### config.mk
export PLATFORM = sky130hd
export DESIGN_NAME = mcpu_flat
export DESIGN_NICKNAME = d
export VERILOG_FILES = /design/src/rtl/mcpu_if.sv /design/src/rtl/mcpu.sv /design/src/flat_wrapper.sv
export SDC_FILE = /design/constraint.sdc
export NUM_CORES = 2
export LEC_CHECK = 0
export ABC_AREA = 1
export CORE_ASPECT_RATIO = 1.4
export CORE_MARGIN = 4
export CORE_UTILIZATION = 45
export DETAILED_ROUTE_END_ITERATION = 8
export GPL_ROUTABILITY_DRIVEN = 0
export PLACE_DENSITY_LB_ADDON = 0.12
export SLEW_MARGIN = 10
export SYNTH_ARGS = -nofsm -noshare
export SYNTH_HDL_FRONTEND = slang
export SYNTH_SLANG_ARGS = --single-unit
### constraint.sdc
create_clock -name clk -period 3.33 [get_ports clk]
set_input_delay 0.4995 -clock clk [delete_from_list [all_inputs] [get_ports clk]]
set_output_delay 0.4995 -clock clk [all_outputs]
set_load 0.01 [all_outputs]
### src/rtl/mcpu_if.sv
// Shared memory/IO bus between the mcpu core and the memory/IO controller.
interface mcpu_if;
    logic        MIO_ready;
    logic [31:0] Data_in;
    logic [31:0] Addr_out;
    logic [31:0] Data_out;
    logic        mem_w;
    logic        CPU_MIO;

    modport master (
        input  MIO_ready, Data_in,
        output Addr_out, Data_out, mem_w, CPU_MIO
    );

    modport slave (
        output MIO_ready, Data_in,
        input  Addr_out, Data_out, mem_w, CPU_MIO
    );
endinterface

### src/rtl/mcpu.sv
// Multi-cycle MIPS-subset core: one shared bus for fetch and load/store,
// datapath registers sequenced by a 15-state FSM.
module mcpu (
    input  logic        clk,
    input  logic        reset,
    input  logic        INT,
    mcpu_if.master      bus,
    output logic [31:0] PC_out,
    output logic [31:0] inst_out,
    output logic [4:0]  state
);

    typedef enum logic [4:0] {
        S_IF   = 5'd0,  S_ID   = 5'd1,  S_EXM  = 5'd2,
        S_MRD  = 5'd3,  S_WBL  = 5'd4,  S_MWR  = 5'd5,
        S_EXR  = 5'd6,  S_WBR  = 5'd7,  S_EXB  = 5'd8,
        S_EXJ  = 5'd9,  S_EXI  = 5'd10, S_WBI  = 5'd11,
        S_JAL  = 5'd12, S_JR   = 5'd13, S_ERR  = 5'd14
    } state_t;

    localparam logic [5:0] OP_R    = 6'h00;
    localparam logic [5:0] OP_J    = 6'h02;
    localparam logic [5:0] OP_JAL  = 6'h03;
    localparam logic [5:0] OP_BEQ  = 6'h04;
    localparam logic [5:0] OP_BNE  = 6'h05;
    localparam logic [5:0] OP_ADDI = 6'h08;
    localparam logic [5:0] OP_SLTI = 6'h0A;
    localparam logic [5:0] OP_ANDI = 6'h0C;
    localparam logic [5:0] OP_ORI  = 6'h0D;
    localparam logic [5:0] OP_XORI = 6'h0E;
    localparam logic [5:0] OP_LUI  = 6'h0F;
    localparam logic [5:0] OP_LW   = 6'h23;
    localparam logic [5:0] OP_SW   = 6'h2B;

    state_t      state_q, state_d;
    logic [31:0] pc_q, pc_d;
    logic [31:0] ir_q, ir_d;
    logic [31:0] mdr_q, mdr_d;
    logic [31:0] a_q, a_d;
    logic [31:0] b_q, b_d;
    logic [31:0] alu_q, alu_d;
    logic [31:0] rf_q [32];

    logic        rf_we;
    logic [4:0]  rf_wa;
    logic [31:0] rf_wd;

    logic        int_unused;
    assign int_unused = INT;

    logic [5:0]  op, funct;
    logic [4:0]  rs, rt, rd, shamt;
    logic [31:0] sext, zext;
    logic [25:0] target;
    logic [31:0] rs_val, rt_val;

    assign op     = ir_q[31:26];
    assign rs     = ir_q[25:21];
    assign rt     = ir_q[20:16];
    assign rd     = ir_q[15:11];
    assign shamt  = ir_q[10:6];
    assign funct  = ir_q[5:0];
    assign target = ir_q[25:0];
    assign sext   = {{16{ir_q[15]}}, ir_q[15:0]};
    assign zext   = {16'd0, ir_q[15:0]};
    assign rs_val = (rs == 5'd0) ? 32'd0 : rf_q[rs];
    assign rt_val = (rt == 5'd0) ? 32'd0 : rf_q[rt];

    logic is_mem, is_r, is_jr, is_br, is_i;
    assign is_mem = (op == OP_LW) || (op == OP_SW);
    assign is_r   = (op == OP_R);
    assign is_jr  = is_r && (funct == 6'h08);
    assign is_br  = (op == OP_BEQ) || (op == OP_BNE);
    assign is_i   = (op == OP_ADDI) || (op == OP_SLTI) ||
                    (op == OP_ANDI) || (op == OP_ORI)  ||
                    (op == OP_XORI) || (op == OP_LUI);

    logic r_ok;
    always_comb begin
        r_ok = 1'b0;
        unique case (funct)
            6'h00, 6'h02, 6'h20, 6'h22, 6'h24,
            6'h25, 6'h26, 6'h27, 6'h2A: r_ok = 1'b1;
            default: r_ok = 1'b0;
        endcase
    end

    logic [31:0] r_res, i_res;
    always_comb begin
        r_res = 32'd0;
        unique case (funct)
            6'h00:   r_res = b_q << shamt;
            6'h02:   r_res = b_q >> shamt;
            6'h20:   r_res = a_q + b_q;
            6'h22:   r_res = a_q - b_q;
            6'h24:   r_res = a_q & b_q;
            6'h25:   r_res = a_q | b_q;
            6'h26:   r_res = a_q ^ b_q;
            6'h27:   r_res = ~(a_q | b_q);
            6'h2A:   r_res = {31'd0, $signed(a_q) < $signed(b_q)};
            default: r_res = 32'd0;
        endcase
    end

    always_comb begin
        i_res = 32'd0;
        unique case (op)
            OP_ADDI: i_res = a_q + sext;
            OP_SLTI: i_res = {31'd0, $signed(a_q) < $signed(sext)};
            OP_ANDI: i_res = a_q & zext;
            OP_ORI:  i_res = a_q | zext;
            OP_XORI: i_res = a_q ^ zext;
            OP_LUI:  i_res = {ir_q[15:0], 16'd0};
            default: i_res = 32'd0;
        endcase
    end

    always_comb begin
        state_d = state_q;
        pc_d    = pc_q;
        ir_d    = ir_q;
        mdr_d   = mdr_q;
        a_d     = a_q;
        b_d     = b_q;
        alu_d   = alu_q;
        rf_we   = 1'b0;
        rf_wa   = 5'd0;
        rf_wd   = 32'd0;
        unique case (state_q)
            S_IF: begin
                if (bus.MIO_ready) begin
                    ir_d    = bus.Data_in;
                    pc_d    = pc_q + 32'd4;
                    state_d = S_ID;
                end
            end
            S_ID: begin
                a_d   = rs_val;
                b_d   = rt_val;
                alu_d = pc_q + (sext << 2);
                unique case (1'b1)
                    is_mem:          state_d = S_EXM;
                    is_jr:           state_d = S_JR;
                    is_r && r_ok:    state_d = S_EXR;
                    is_br:           state_d = S_EXB;
                    op == OP_J:      state_d = S_EXJ;
                    op == OP_JAL:    state_d = S_JAL;
                    is_i:            state_d = S_EXI;
                    default:         state_d = S_ERR;
                endcase
            end
            S_EXM: begin
                alu_d   = a_q + sext;
                state_d = (op == OP_LW) ? S_MRD : S_MWR;
            end
            S_MRD: begin
                if (bus.MIO_ready) begin
                    mdr_d   = bus.Data_in;
                    state_d = S_WBL;
                end
            end
            S_WBL: begin
                rf_we   = 1'b1;
                rf_wa   = rt;
                rf_wd   = mdr_q;
                state_d = S_IF;
            end
            S_MWR: begin
                if (bus.MIO_ready) state_d = S_IF;
            end
            S_EXR: begin
                alu_d   = r_res;
                state_d = S_WBR;
            end
            S_WBR: begin
                rf_we   = 1'b1;
                rf_wa   = rd;
                rf_wd   = alu_q;
                state_d = S_IF;
            end
            S_EXI: begin
                alu_d   = i_res;
                state_d = S_WBI;
            end
            S_WBI: begin
                rf_we   = 1'b1;
                rf_wa   = rt;
                rf_wd   = alu_q;
                state_d = S_IF;
            end
            S_EXB: begin
                // bne inverts the equality test
                if ((a_q == b_q) ^ (op == OP_BNE)) pc_d = alu_q;
                state_d = S_IF;
            end
            S_EXJ: begin
                pc_d    = {pc_q[31:28], target, 2'b00};
                state_d = S_IF;
            end
            S_JAL: begin
                pc_d    = {pc_q[31:28], target, 2'b00};
                rf_we   = 1'b1;
                rf_wa   = 5'd31;
                rf_wd   = pc_q;
                state_d = S_IF;
            end
            S_JR: begin
                pc_d    = a_q;
                state_d = S_IF;
            end
            S_ERR:   state_d = S_ERR;
            default: state_d = S_ERR;
        endcase
    end

    always_ff @(posedge clk or negedge reset) begin
        if (!reset) begin
            state_q <= S_IF;
            pc_q    <= 32'd0;
            ir_q    <= 32'd0;
            mdr_q   <= 32'd0;
            a_q     <= 32'd0;
            b_q     <= 32'd0;
            alu_q   <= 32'd0;
            for (int i = 0; i < 32; i++) rf_q[i] <= 32'd0;
        end else begin
            state_q <= state_d;
            pc_q    <= pc_d;
            ir_q    <= ir_d;
            mdr_q   <= mdr_d;
            a_q     <= a_d;
            b_q     <= b_d;
            alu_q   <= alu_d;
            if (rf_we && (rf_wa != 5'd0)) rf_q[rf_wa] <= rf_wd;
        end
    end

    assign bus.Addr_out = (state_q == S_IF) ? pc_q : alu_q;
    assign bus.Data_out = b_q;
    assign bus.mem_w    = (state_q == S_MWR);
    assign bus.CPU_MIO  = (state_q == S_IF) || (state_q == S_MRD) ||
                          (state_q == S_MWR);
    assign PC_out       = pc_q;
    assign inst_out     = ir_q;
    assign state        = state_q;

endmodule

### src/flat_wrapper.sv
// flat-port wrapper written by rule: the top's interface ports become plain ports
module mcpu_flat 
  (clk, reset, INT, PC_out, inst_out, state, bus_MIO_ready, bus_Data_in, bus_Addr_out, bus_Data_out, bus_mem_w, bus_CPU_MIO);
  mcpu_if bus_i ();
  input  logic clk;
  input  logic reset;
  input  logic INT;
  output logic [31:0] PC_out;
  output logic [31:0] inst_out;
  output logic [4:0] state;
  input wire logic [$bits(bus_i.MIO_ready)-1:0] bus_MIO_ready;
  input wire logic [$bits(bus_i.Data_in)-1:0] bus_Data_in;
  output wire logic [$bits(bus_i.Addr_out)-1:0] bus_Addr_out;
  output wire logic [$bits(bus_i.Data_out)-1:0] bus_Data_out;
  output wire logic [$bits(bus_i.mem_w)-1:0] bus_mem_w;
  output wire logic [$bits(bus_i.CPU_MIO)-1:0] bus_CPU_MIO;
  assign bus_i.MIO_ready = bus_MIO_ready;
  assign bus_i.Data_in = bus_Data_in;
  assign bus_Addr_out = bus_i.Addr_out;
  assign bus_Data_out = bus_i.Data_out;
  assign bus_mem_w = bus_i.mem_w;
  assign bus_CPU_MIO = bus_i.CPU_MIO;
  mcpu u_core (.clk(clk), .reset(reset), .INT(INT), .bus(bus_i), .PC_out(PC_out), .inst_out(inst_out), .state(state));
endmodule
==> results_dict.tcl <==
set metrics [dict create \
    placed_cell_area_mm2 0.0867 \
    rsz0062_at_grt "true" \
    irDropWorstVdd_v 0.000879 \
    power_frac_clock 0.166 \
    regToRegStartpoint "u_core.inst_out[31]" \
    netlist_area_mm2 0.0795 \
    clk_latency_ns 0.82 \
    swShare 0.526 \
    final_cell_mix "nand2_1 (2432), o21ai_0 (1654), dfrtp_1 (1198)" \
    synth_top_area_share 0.384 \
    area_growth_pct 15.3 \
    cp.arrival_ns 4.16 \
    cellLeakagePower_nw 41.1 \
    status "finished with violations" \
    hold_viol 0 \
    worstSetupEndpointType "flip-flop" \
    skew_ns 0.0320 \
    met1_length_um 132000 \
    ys_ff_latch 1220 \
    ys_warn_count 0 \
    finalSetupViolations 10 \
    violations "design-rule violations, negative setup slack" \
    synthTopCellsByArea "dfrtp_1 (38%), nand2_1 (12%), o21ai_0 (10%), a21oi_1 (6.8%), nand3_1 (4.9%)" \
    syn_area_per_cell_um2 6.88 \
    grt_pass1_vias 81800 \
    max_freq_ghz 0.294 \
    synthCells 11600 \
    p_per_area_mw_per_mm2 1020 \
    firstDrtPassIters 9 \
    h-tree-depth 4 \
    port_buffers 168 \
    critPathLaunchType "flip-flop" \
    wl_met2_um 163000 \
    grt.total_usage 0.412 \
    critPathKind "flip-flop to flip-flop" \
    setup_ws_ns -0.0737 \
    grt_pass1_wl_um 557000 \
    worst_pin_slew_ns 1.04 \
    pin_count 171 \
    period_needed_ns 3.40 \
    power.switching_mw 49.1 \
    drive_gt1_frac 0.0867 \
    clock-sinks 1220 \
    rr_endpoint "u_core.alu_q[29]" \
    hold_path_class "input pin to asynchronous set/reset pin" \
    synth_cell_types 60 \
    synth_ff_type "dfrtp_1" \
    vias_per_cell 6.27 \
    final_common_cell "nand2_1" \
    highest_layer "met5" \
    ant_nets 0 \
    drt_wl_total_um 384000 \
    nets 11800 \
    die_area_mm2 0.183 \
    die_h_um 505 \
    synth-edff-count 0 \
    core_area_mm2 0.176 \
    row_count 182 \
    vias 87900 \
    met3_length_um 47300 \
    syn-num-nets 11800 \
    die_w_um 363 \
    p_comb_frac 0.603 \
    required_ns 4.09 \
    initial_core_util 0.453 \
    final_cell_area_mm2 0.0916 \
    path_clk_slew_ns 0.07 \
    synthArstFlopShare 1.00 \
    slew_headroom 0.302 \
    clock_path_buffers 3 \
    drcViolationCount 3 \
    grt_max_degree 126 \
    reg2reg_slack_ns -0.07 \
    synth_top_cell_by_area "dfrtp_1" \
    cts_buffers 131 \
    grt_overflow_total 0 \
    yosysSeqAreaShare 0.384 \
    period_share 1.02 \
    drv_slew 0 \
    maxCapViolations 0 \
    reg2reg_depth 12 \
    hpwl_um 251000 \
    wire_per_inst_um 27.4 \
    cts_tree "yes" \
    pwr-share-seq 0.231 \
    cellInternalPower_mw 44.3 \
    crit_path_max_fanout 16 \
    drt_first_iter_violations 12500 \
    dp_slack_ns 0.0140 \
    clock_tree.root_cell "clkbuf_16" \
    antenna_found_initial 51 \
]
how the worst max path moves through the flow:
stage                        startpoint                to  slack [ns]  cells after the start
global placement          u_core.a_q[0]  u_core.alu_q[26]      -0.008                     20
global route            u_core.state[3]  bus_Addr_out[19]       -0.01                      8
finish              u_core.inst_out[31]  u_core.alu_q[29]       -0.07                     12
floorplan           u_core.inst_out[15]  u_core.alu_q[31]        0.14                     16
CTS                     u_core.state[3]   bus_Addr_out[8]       0.004                      7
detailed placement        u_core.a_q[0]  u_core.alu_q[26]        0.01                     20
power groups by stage:
stage / logic, mW / registers [mW] / clock network, mW
floorplan: 30.9 / 20.6 / 0
global placement: 52.6 / 21.4 / 0
detailed placement: 53.1 / 21.5 / 0
CTS: 53.2 / 21.3 / 15.6
global route: 60.0 / 21.8 / 16.2
finish: 56.3 / 21.6 / 15.5
state kept, by name, indices dropped and copies added (netlist names):
register / count
u_core.mdr_q: 32
u_core.inst_out: 32
u_core.state: 4
u_core.rf_q: 1024
u_core.PC_out: 32
u_core.a_q: 32
u_core.bus.Data_out: 32
u_core.alu_q: 32
metal layers:
metal | GRT usage | up-vias
met4 | 0.364 | 36
met5 | 0 | -
met2 | 0.602 | 5856
met3 | 0.153 | 1962
met1 | 0.469 | 41100
li1 | - | 38900
Yosys cell counts, drive strengths merged, types with 7 or more instances:
| cell | count |
|---|---|
| ha | 219 |
| inv | 968 |
| o21bai | 30 |
| o22ai | 169 |
| o21a | 17 |
| nand4 | 152 |
| clkinv | 18 |
| o21ai | 2041 |
| buf | 234 |
| or2 | 17 |
| nand3b | 9 |
| nor4 | 12 |
| and2 | 7 |
| a22oi | 16 |
| a21oi | 1088 |
| clkbuf | 634 |
| o2111ai | 7 |
| and3 | 9 |
| nand2 | 2461 |
| nand3 | 790 |
| a221oi | 30 |
| dfrtp | 1220 |
| nor2 | 1032 |
| a21o | 9 |
| nor3 | 43 |
| xor2 | 30 |
| o211ai | 247 |
| o221ai | 12 |
kinds of logic after synthesis:
logic type | count (synthesis) | share of synthesized area
AO/OA/AOI/OAI | 3690 | 0.248
adder cells (fa/ha/maj) | 223 | 0.0355
other | 1 | 0.0000472
buffers and inverters | 1854 | 0.0902
XOR/XNOR | 32 | 0.00353
multiplexers | 2 | 0.000252
AND/OR/NAND/NOR | 4535 | 0.238
flip-flops | 1220 | 0.384
through the flow:
stage / utilization / cells / hold slack [ns] / TNS [ns] / power, mW
floorplan: - / 11600 / 0.204 / 0 / 51.5
global placement: 0.494 / 13700 / 0.375 / -0.00813 / 73.9
detailed placement: 0.494 / 13700 / 0.380 / 0 / 74.6
CTS: 0.519 / 14000 / 0.254 / 0 / 90.1
global route: 0.521 / 14000 / 0.266 / -0.0337 / 98.0
finish: 0.522 / 14000 / 0.247 / -0.224 / 93.4
what timing repair did:
action,4_1_cts,5_1_grt
endpoints found under the hold margin,71,0
endpoints found under the setup margin,31,65
gates resized for setup,34,81
setup buffers,3,16
pin swaps,1,11
hold buffers,1,0
cell type report:
type | count | area (µm²)
Clock buffer | 197 | 3910
Inverter | 986 | 3770
Sequential cell | 1220 | 30600
Antenna cell | 30 | 75.1
Timing Repair Buffer | 753 | 7630
Tap cell | 2300 | 2880
Fill cell | 17300 | 84000
Clock inverter | 40 | 532
Multi-Input combinational cell | 8483 | 42200
critical path, stage by stage (launching register included):
cell and delay, ns:
dfrtp_1 0.38, nor2_1 0.77, nand3_1 0.55, nand3_1 0.28
nand2_1 0.30, inv_1 0.16, buf_4 0.26, a21oi_1 0.14
nand2_1 0.10, nor2_1 0.04, nand3_1 0.19, nand2_1 0.09
inv_1 0.06
No activity file was read; power rests on OpenSTA's default activity.
